===== src/rtl/ddr_region_loader_pkg.sv =====
// Shared definitions for the DDR region loader: FSM state encoding, default DDR offset
// and small width helpers used by the top level and the bench.
package ddr_region_loader_pkg;

   typedef enum logic [2:0] {
      S_IDLE   = 3'd0,
      S_SETUP  = 3'd1,
      S_STREAM = 3'd2,
      S_NEXT   = 3'd3,
      S_DONE   = 3'd4
   } loader_state_t;

   localparam logic [31:0] DDR_OFFSET_DEFAULT = 32'h0800_0000;

   // Bytes carried by one port word.
   function automatic int bpw(input int port_w, input int lane_w);
      return port_w / lane_w;
   endfunction

   // Index width that stays legal for a single-region build.
   function automatic int idx_width(input int n);
      return (n > 1) ? $clog2(n) : 1;
   endfunction

endpackage


===== src/rtl/ddr_region_loader_if.sv =====
// Source-word and DDR-write channels of the region loader, bundled with loader/environment modports.
interface ddr_region_loader_if #(
   parameter int ADDR_WIDTH     = 32,
   parameter int PORT_DATAWIDTH = 128
);

   // Both channels are valid/ready: a transfer happens on a clock edge where valid and ready are
   // both high; once valid is raised, it and its payload stay unchanged until that transfer.
   logic                      in_valid;
   logic [PORT_DATAWIDTH-1:0] in_data;
   logic                      in_ready;
   logic                      wr_valid;
   logic [ADDR_WIDTH-1:0]     wr_addr;
   logic [PORT_DATAWIDTH-1:0] wr_data;
   logic                      wr_ready;

   modport master (
      input  in_valid, in_data, wr_ready,
      output in_ready, wr_valid, wr_addr, wr_data
   );

   modport slave (
      output in_valid, in_data, wr_ready,
      input  in_ready, wr_valid, wr_addr, wr_data
   );

endinterface


===== src/rtl/ddr_loader_outreg.sv =====
// One-entry valid/ready output register for DDR write requests; payload is held while stalled.
module ddr_loader_outreg #(
   parameter int AW = 32,
   parameter int DW = 128
) (
   input  logic          clk,
   input  logic          rst_n,
   input  logic          load,
   input  logic [AW-1:0] load_addr,
   input  logic [DW-1:0] load_data,
   output logic          can_load,
   output logic          out_valid,
   output logic [AW-1:0] out_addr,
   output logic [DW-1:0] out_data,
   input  logic          out_ready
);

   // Empty, or draining this cycle, so a new word can replace the current one.
   assign can_load = !out_valid || out_ready;

   always_ff @(posedge clk or negedge rst_n) begin
      if (!rst_n) begin
         out_valid <= 1'b0;
         out_addr  <= '0;
         out_data  <= '0;
      end else if (load) begin
         out_valid <= 1'b1;
         out_addr  <= load_addr;
         out_data  <= load_data;
      end else if (out_ready) begin
         out_valid <= 1'b0;
      end
   end

endmodule


===== src/rtl/ddr_region_loader.sv =====
// DDR preload engine: streams host words into NUM_REGION DDR regions, one region at a time.
// Defining DDR_LOADER_CHECKSUM_EN adds a per-region lane checksum (chk_sum / chk_valid).
module ddr_region_loader
   import ddr_region_loader_pkg::*;
#(
   parameter int NUM_REGION     = 5,
   parameter int ADDR_WIDTH     = 32,
   parameter int PORT_DATAWIDTH = 128,
   parameter int DATA_WIDTH     = 8,
   parameter int LEN_WIDTH      = 20,
   parameter logic [ADDR_WIDTH-1:0] DDR_OFFSET = ADDR_WIDTH'(DDR_OFFSET_DEFAULT),
   localparam int IDX_W = idx_width(NUM_REGION)
) (
   input  logic                             clk,
   input  logic                             rst_n,
   input  logic                             start,
   input  logic [NUM_REGION*ADDR_WIDTH-1:0] region_base,
   input  logic [NUM_REGION*LEN_WIDTH-1:0]  region_len,
   ddr_region_loader_if.master              bus,
   output logic                             busy,
   output logic                             done,
   output logic [IDX_W-1:0]                 region_idx,
   output loader_state_t                    dbg_state
`ifdef DDR_LOADER_CHECKSUM_EN
   ,
   output logic [31:0]                      chk_sum,
   output logic                             chk_valid
`endif
);

   localparam int BPW = bpw(PORT_DATAWIDTH, DATA_WIDTH);
   localparam logic [ADDR_WIDTH-1:0] ADDR_STEP = ADDR_WIDTH'(BPW);
   localparam logic [IDX_W-1:0]      LAST_R    = IDX_W'(NUM_REGION - 1);
   localparam logic [LEN_WIDTH-1:0]  ONE       = LEN_WIDTH'(1);

   loader_state_t         state;
   logic [IDX_W-1:0]      r;
   logic [ADDR_WIDTH-1:0] base_q [NUM_REGION];
   logic [LEN_WIDTH-1:0]  len_q  [NUM_REGION];
   logic [ADDR_WIDTH-1:0] addr_q;
   logic [LEN_WIDTH-1:0]  in_cnt;
   logic [LEN_WIDTH-1:0]  wr_cnt;
   logic [LEN_WIDTH-1:0]  cur_len;
   logic                  can_load;
   logic                  in_fire;
   logic                  wr_fire;

   assign cur_len    = len_q[r];
   assign region_idx = r;
   assign dbg_state  = state;

   // Accept only in STREAM, only until the region's word count is reached, only if the
   // output register can take the word.
   assign bus.in_ready = (state == S_STREAM) && (in_cnt != cur_len) && can_load;
   assign in_fire      = bus.in_valid && bus.in_ready;
   assign wr_fire      = bus.wr_valid && bus.wr_ready;

   ddr_loader_outreg #(
      .AW (ADDR_WIDTH),
      .DW (PORT_DATAWIDTH)
   ) u_outreg (
      .clk       (clk),
      .rst_n     (rst_n),
      .load      (in_fire),
      .load_addr (addr_q),
      .load_data (bus.in_data),
      .can_load  (can_load),
      .out_valid (bus.wr_valid),
      .out_addr  (bus.wr_addr),
      .out_data  (bus.wr_data),
      .out_ready (bus.wr_ready)
   );

   always_ff @(posedge clk or negedge rst_n) begin
      if (!rst_n) begin
         state  <= S_IDLE;
         r      <= '0;
         addr_q <= '0;
         in_cnt <= '0;
         wr_cnt <= '0;
         busy   <= 1'b0;
         done   <= 1'b0;
         for (int i = 0; i < NUM_REGION; i++) begin
            base_q[i] <= '0;
            len_q[i]  <= '0;
         end
      end else begin
         done <= 1'b0;
         case (state)
            S_IDLE: begin
               if (start) begin
                  for (int i = 0; i < NUM_REGION; i++) begin
                     base_q[i] <= region_base[i*ADDR_WIDTH +: ADDR_WIDTH];
                     len_q[i]  <= region_len[i*LEN_WIDTH +: LEN_WIDTH];
                  end
                  r     <= '0;
                  busy  <= 1'b1;
                  state <= S_SETUP;
               end
            end
            S_SETUP: begin
               in_cnt <= '0;
               wr_cnt <= '0;
               addr_q <= base_q[r] - DDR_OFFSET;
               state  <= (cur_len == '0) ? S_NEXT : S_STREAM;
            end
            S_STREAM: begin
               if (in_fire) begin
                  addr_q <= addr_q + ADDR_STEP;
                  in_cnt <= in_cnt + ONE;
               end
               // The region ends on the handshake of its last word, not on its acceptance.
               if (wr_fire) begin
                  wr_cnt <= wr_cnt + ONE;
                  if (wr_cnt == cur_len - ONE) state <= S_NEXT;
               end
            end
            S_NEXT: begin
               if (r == LAST_R) begin
                  state <= S_DONE;
               end else begin
                  r     <= r + IDX_W'(1);
                  state <= S_SETUP;
               end
            end
            S_DONE: begin
               done  <= 1'b1;
               busy  <= 1'b0;
               state <= S_IDLE;
            end
            default: state <= S_IDLE;
         endcase
      end
   end

`ifdef DDR_LOADER_CHECKSUM_EN
   logic [31:0] lane_sum;

   always_comb begin
      lane_sum = '0;
      for (int i = 0; i < BPW; i++) begin
         lane_sum = lane_sum + 32'(bus.wr_data[DATA_WIDTH*i +: DATA_WIDTH]);
      end
   end

   // Summed on the write handshake so only words that actually reached DDR are counted.
   always_ff @(posedge clk or negedge rst_n) begin
      if (!rst_n) begin
         chk_sum <= '0;
      end else if (state == S_SETUP) begin
         chk_sum <= '0;
      end else if (state == S_STREAM && wr_fire) begin
         chk_sum <= chk_sum + lane_sum;
      end
   end

   assign chk_valid = (state == S_NEXT);
`endif

endmodule


===== src/flat_wrapper.sv =====
// flat-port wrapper written by rule: the top's interface ports become plain ports
module ddr_region_loader_flat import ddr_region_loader_pkg::*;
#(
   parameter int NUM_REGION     = 5,
   parameter int ADDR_WIDTH     = 32,
   parameter int PORT_DATAWIDTH = 128,
   parameter int DATA_WIDTH     = 8,
   parameter int LEN_WIDTH      = 20,
   parameter logic [ADDR_WIDTH-1:0] DDR_OFFSET = ADDR_WIDTH'(DDR_OFFSET_DEFAULT),
   localparam int IDX_W = idx_width(NUM_REGION)
)
  (clk, rst_n, start, region_base, region_len, busy, done, region_idx, dbg_state, bus_in_valid, bus_in_data, bus_wr_ready, bus_in_ready, bus_wr_valid, bus_wr_addr, bus_wr_data);
  ddr_region_loader_if #(.ADDR_WIDTH(ADDR_WIDTH), .PORT_DATAWIDTH(PORT_DATAWIDTH)) bus_i ();
  input  logic clk;
  input  logic rst_n;
  input  logic start;
  input  logic [NUM_REGION*ADDR_WIDTH-1:0] region_base;
  input  logic [NUM_REGION*LEN_WIDTH-1:0] region_len;
  output logic busy;
  output logic done;
  output logic [IDX_W-1:0] region_idx;
  output loader_state_t dbg_state;
  input wire logic [$bits(bus_i.in_valid)-1:0] bus_in_valid;
  input wire logic [$bits(bus_i.in_data)-1:0] bus_in_data;
  input wire logic [$bits(bus_i.wr_ready)-1:0] bus_wr_ready;
  output wire logic [$bits(bus_i.in_ready)-1:0] bus_in_ready;
  output wire logic [$bits(bus_i.wr_valid)-1:0] bus_wr_valid;
  output wire logic [$bits(bus_i.wr_addr)-1:0] bus_wr_addr;
  output wire logic [$bits(bus_i.wr_data)-1:0] bus_wr_data;
  assign bus_i.in_valid = bus_in_valid;
  assign bus_i.in_data = bus_in_data;
  assign bus_i.wr_ready = bus_wr_ready;
  assign bus_in_ready = bus_i.in_ready;
  assign bus_wr_valid = bus_i.wr_valid;
  assign bus_wr_addr = bus_i.wr_addr;
  assign bus_wr_data = bus_i.wr_data;
  ddr_region_loader #(.NUM_REGION(NUM_REGION), .ADDR_WIDTH(ADDR_WIDTH), .PORT_DATAWIDTH(PORT_DATAWIDTH), .DATA_WIDTH(DATA_WIDTH), .LEN_WIDTH(LEN_WIDTH), .DDR_OFFSET(DDR_OFFSET)) u_core (.clk(clk), .rst_n(rst_n), .start(start), .region_base(region_base), .region_len(region_len), .bus(bus_i), .busy(busy), .done(done), .region_idx(region_idx), .dbg_state(dbg_state));
endmodule

===== config.mk =====
export PLATFORM = sky130hd
export DESIGN_NAME = ddr_region_loader_flat
export DESIGN_NICKNAME = d
export VERILOG_FILES = /design/src/rtl/ddr_region_loader_pkg.sv /design/src/rtl/ddr_region_loader_if.sv /design/src/rtl/ddr_loader_outreg.sv /design/src/rtl/ddr_region_loader.sv /design/src/flat_wrapper.sv
export SDC_FILE = /design/constraint.sdc
export NUM_CORES = 1
export LEC_CHECK = 0
export BUFFER_PORTS_ARGS = -buffer_cell sky130_fd_sc_hd__buf_4
export CORE_MARGIN = 5
export CORE_UTILIZATION = 29
export DETAILED_ROUTE_END_ITERATION = 8
export GPL_ROUTABILITY_DRIVEN = 0
export PLACE_DENSITY = 0.5
export SLEW_MARGIN = 0
export SYNTH_ARGS = -nofsm -noshare
export SYNTH_HDL_FRONTEND = slang
export SYNTH_HIERARCHICAL = 1
export SYNTH_SLANG_ARGS = --single-unit

===== constraint.sdc =====
create_clock -name clk -period 3.7 [get_ports clk]
set_input_delay 0 -clock clk [delete_from_list [all_inputs] [get_ports clk]]
set_output_delay 0 -clock clk [all_outputs]
set_load 0.05 [all_outputs]

==> flow_summary.ini <==
[timing]
hold_slack_ps = 61.6
max_freq_ghz = 0.278
setup-tns-final_ps = 0
finalCritPeriodShare_pct = 97.1
relSlewSlack_pct = 28.1
setup_viol = 0
fin_skew_ps = 16.7
period_needed_ps = 3590
finalMaxSlewViolations = 0
worst_pin_slew_ps = 1080
hold_viol = 0
rsz0062_at_grt = false

[floorplanning]
num_rows = 104
die_y_microns = 294
core_area_sq_um = 80300
die_w_microns = 294
dieArea_sq_um = 86400
start_util_pct = 29.1
pin_count = 563

[final_layout]
drive_gt1_share_pct = 28.9
nets = 3655
diodes = 0
area_delta_synth_final_pct = 49.0
final_area_sq_um = 34800
ff_latch_area_sq_um = 12500
fin_util_pct = 43.4
multi_input_area_sq_um = 10100
fill_cells = 7514

[synthesis]
synth-seq-cells = 501
syn_area_sq_um = 23400
synth_edf_count = 0
synth_ff_type = dfrtp_1
ys_warn_count = 6
avgSynthCellArea_sq_um = 10.1
synthesis.nets = 2707
ys_seq_area_share_pct = 53.6
synthDistinctLibCells = 84
syn_inst = 2306
async_reset_ff_share_pct = 100

[drt]
route.vias.total = 20500
drc = 0
first_pass_iters = 5
wirelength_microns = 85700
wl_per_cell_microns = 19.7
viasPerCell = 4.71
dr.first_iter.drc_count = 1325
postRouteAntennaNets = 0

[critical_path]
path_max_fanout = 11
r2r_start = u_core/region_idx[0]
path_cells = buf_4, mux2i_1, o22ai_1, a21oi_2, xor2_1, nand4_1, or4_4, and3_1, buf_4
regToRegEndpoint = u_core/u_outreg/out_addr[21]
cpPeakStageDelay_ps = 620
worstPathArrival_ps = 3590
r2r_setup_slack_ps = 140
critPathKind = reg2out
crit_path_top_delay_cell = or4_4
crit_path_end_kind = output port
crit_top_cell = buf_4
crit_path_start_kind = flip-flop
required_ps = 3700
r2r_cells = 11

[clock_network]
clk_latency_ps = 630
cts_max_level = 2
clock-sinks = 501
cts-root-buf = clkbuf_16
cts_tree = done
clockBufferDepth = 3
numCtsBuffers = 57
path_clk_slew_ps = 60

[place]
dp_hpwl_microns = 61400
io_buffer_count = 562
place_area_sq_um = 29000

[pwr]
p_leak_nw = 16.8
total_power_mw = 31.7
ir_worst_vdd_uv = 504
power_density_nw_per_um2 = 910

[job]
max_cap_viol_count = 0

[global_routing]
grt_pass1_wl_microns = 130000
grt_max_degree = 162
grt_pass1_vias = 21500
overflow = 0
grt_usage_pct = 19.1
antenna_found_initial = 0

[run_status]
outcome = finished clean

[hold_path]
hold_class = in2async
## how the worst max path moves through the flow
stage,slack (ps),endpoint,from
5_1_grt,10,bus_in_ready,u_core/region_idx[0]
3_5_place_dp,-6,u_core/u_outreg/out_addr[21],u_core/region_idx[0]
6_report,110,bus_in_ready,u_core/region_idx[0]
4_1_cts,20,bus_in_ready,u_core/region_idx[0]
2_1_floorplan,70,u_core/u_outreg/out_addr[0],u_core/region_idx[0]
3_3_place_gp,120,u_core/u_outreg/out_addr[21],u_core/region_idx[0]
## kinds of logic (layout without fill, tap and decap cells)
group	count (synthesis)	after routing	share of synthesized area, %
AO/OA/AOI/OAI	223	223	6.62
XOR/XNOR	58	58	2.17
adder cells (fa/ha/maj)	8	8	0.428
buffers and inverters	161	1151	3.25
flip-flops	501	501	53.6
multiplexers	241	241	14.1
AND/OR/NAND/NOR	1114	1114	19.8
## cells in the final DEF, fill, tap and decap left out, drive strengths merged, types with 7 or more instances in the layout
cell         synthesis  layout
and3                19      19
xnor2               27      27
a31oi               11      11
nand2b              10      10
mux2               172     172
o21ai               41      41
mux2i               43      43
nor3b                9       9
a22o                 7       7
ha                   8       8
dlygate4sd3          0     391
a21oi               62      62
clkinv               1      16
o22ai               13      13
nand3               45      45
a22oi               13      13
a221oi              15      15
buf                 43     631
xor2                31      31
dfrtp              501     501
inv                 27      28
mux4                26      26
clkbuf              90      80
nor3                12      12
nor2                87      87
or3                 10      10
nand4               18      18
a221o                9       9
nand2              865     865
## area by class of cell
class                      instances  share of cell area (%)
timing repair buffer            1022                    25.4
clock inverter                    21                   0.754
clock buffer                      80                    4.69
sequential                       501                    36.0
inverter                          28                   0.323
tap                             1060                    3.81
multi-input combinational       1644                    29.1
## Yosys cell counts (11+ instances only)
| cell | instances | area [sq um] |
|---|---|---|
| xor2_1 | 31 | 272 |
| mux2i_1 | 43 | 430 |
| nand4_1 | 18 | 113 |
| mux4_2 | 26 | 586 |
| and3_1 | 19 | 119 |
| a22oi_1 | 13 | 97.6 |
| nor3_1 | 12 | 60.1 |
| a221oi_1 | 11 | 96.3 |
| a31oi_1 | 11 | 68.8 |
| nor2_1 | 86 | 323 |
| buf_6 | 15 | 169 |
| xnor2_1 | 27 | 236 |
| o22ai_1 | 13 | 81.3 |
| mux2_4 | 90 | 1350 |
| clkbuf_1 | 90 | 338 |
| nand2_1 | 863 | 3240 |
| inv_1 | 26 | 97.6 |
| mux2_2 | 81 | 912 |
| dfrtp_1 | 501 | 12500 |
| a21oi_1 | 61 | 305 |
| buf_2 | 19 | 95.1 |
| nand3_1 | 45 | 225 |
| o21ai_0 | 37 | 185 |
## state kept, by name, summed over array words and instances, names as in the netlist
| name | cells |
|---|---|
| u_core/u_outreg/out_valid | 1 |
| u_core/addr_q | 32 |
| u_core/dbg_state | 3 |
| u_core/u_outreg/out_addr | 32 |
| u_core/wr_cnt | 20 |
| u_core/in_cnt | 20 |
| u_core/done | 1 |
| u_core/len_q | 100 |
| u_core/u_outreg/out_data | 128 |
| u_core/busy | 1 |
| u_core/base_q | 160 |
| u_core/region_idx | 3 |
## metrics by stage
| step | instances | setup WS [ps] |
|---|---|---|
| floorplan | 2306 | 70.2 |
| global placement | 3862 | 118 |
| detailed placement | 3862 | -6.47 |
| CTS | 4354 | 16.1 |
| global route | 4356 | 14.8 |
| finish | 4356 | 109 |
## report_power, final
group / switching (mW) / leakage (nW) / internal [mW]
Clock: 2.37 / 0.933 / 3.35
Sequential: 1.73 / 6.18 / 7.97
Combinational: 9.97 / 9.67 / 6.31
## metal layers
layer | global-route usage (%) | part of all wire [%] | vias to the layer above
met3 | 3.74 | 6.4 | 128
met5 | 0 | 0 | -
met1 | 25.4 | 43 | 10000
met2 | 31.8 | 48 | 694
met4 | 5.48 | 2.9 | 0
li1 | - | - | 9647
## repair_timing
action,in CTS,in global routing
buffers inserted,0,2
pin swaps,0,0
resized for setup,1,1
hold buffers,391,0
setup endpoints to repair,1,100
endpoints found under the hold margin,487,0
## worst max-delay path: cells and delay by family (launching register included)
kind            cells  cell delay (ps)
flops               1              510
xor+xnor            1              170
buf+inv             2              430
compound gates      2              480
simple gates        3             1020
mux                 1              360
Note: power is estimated with default switching activity, not from simulation.
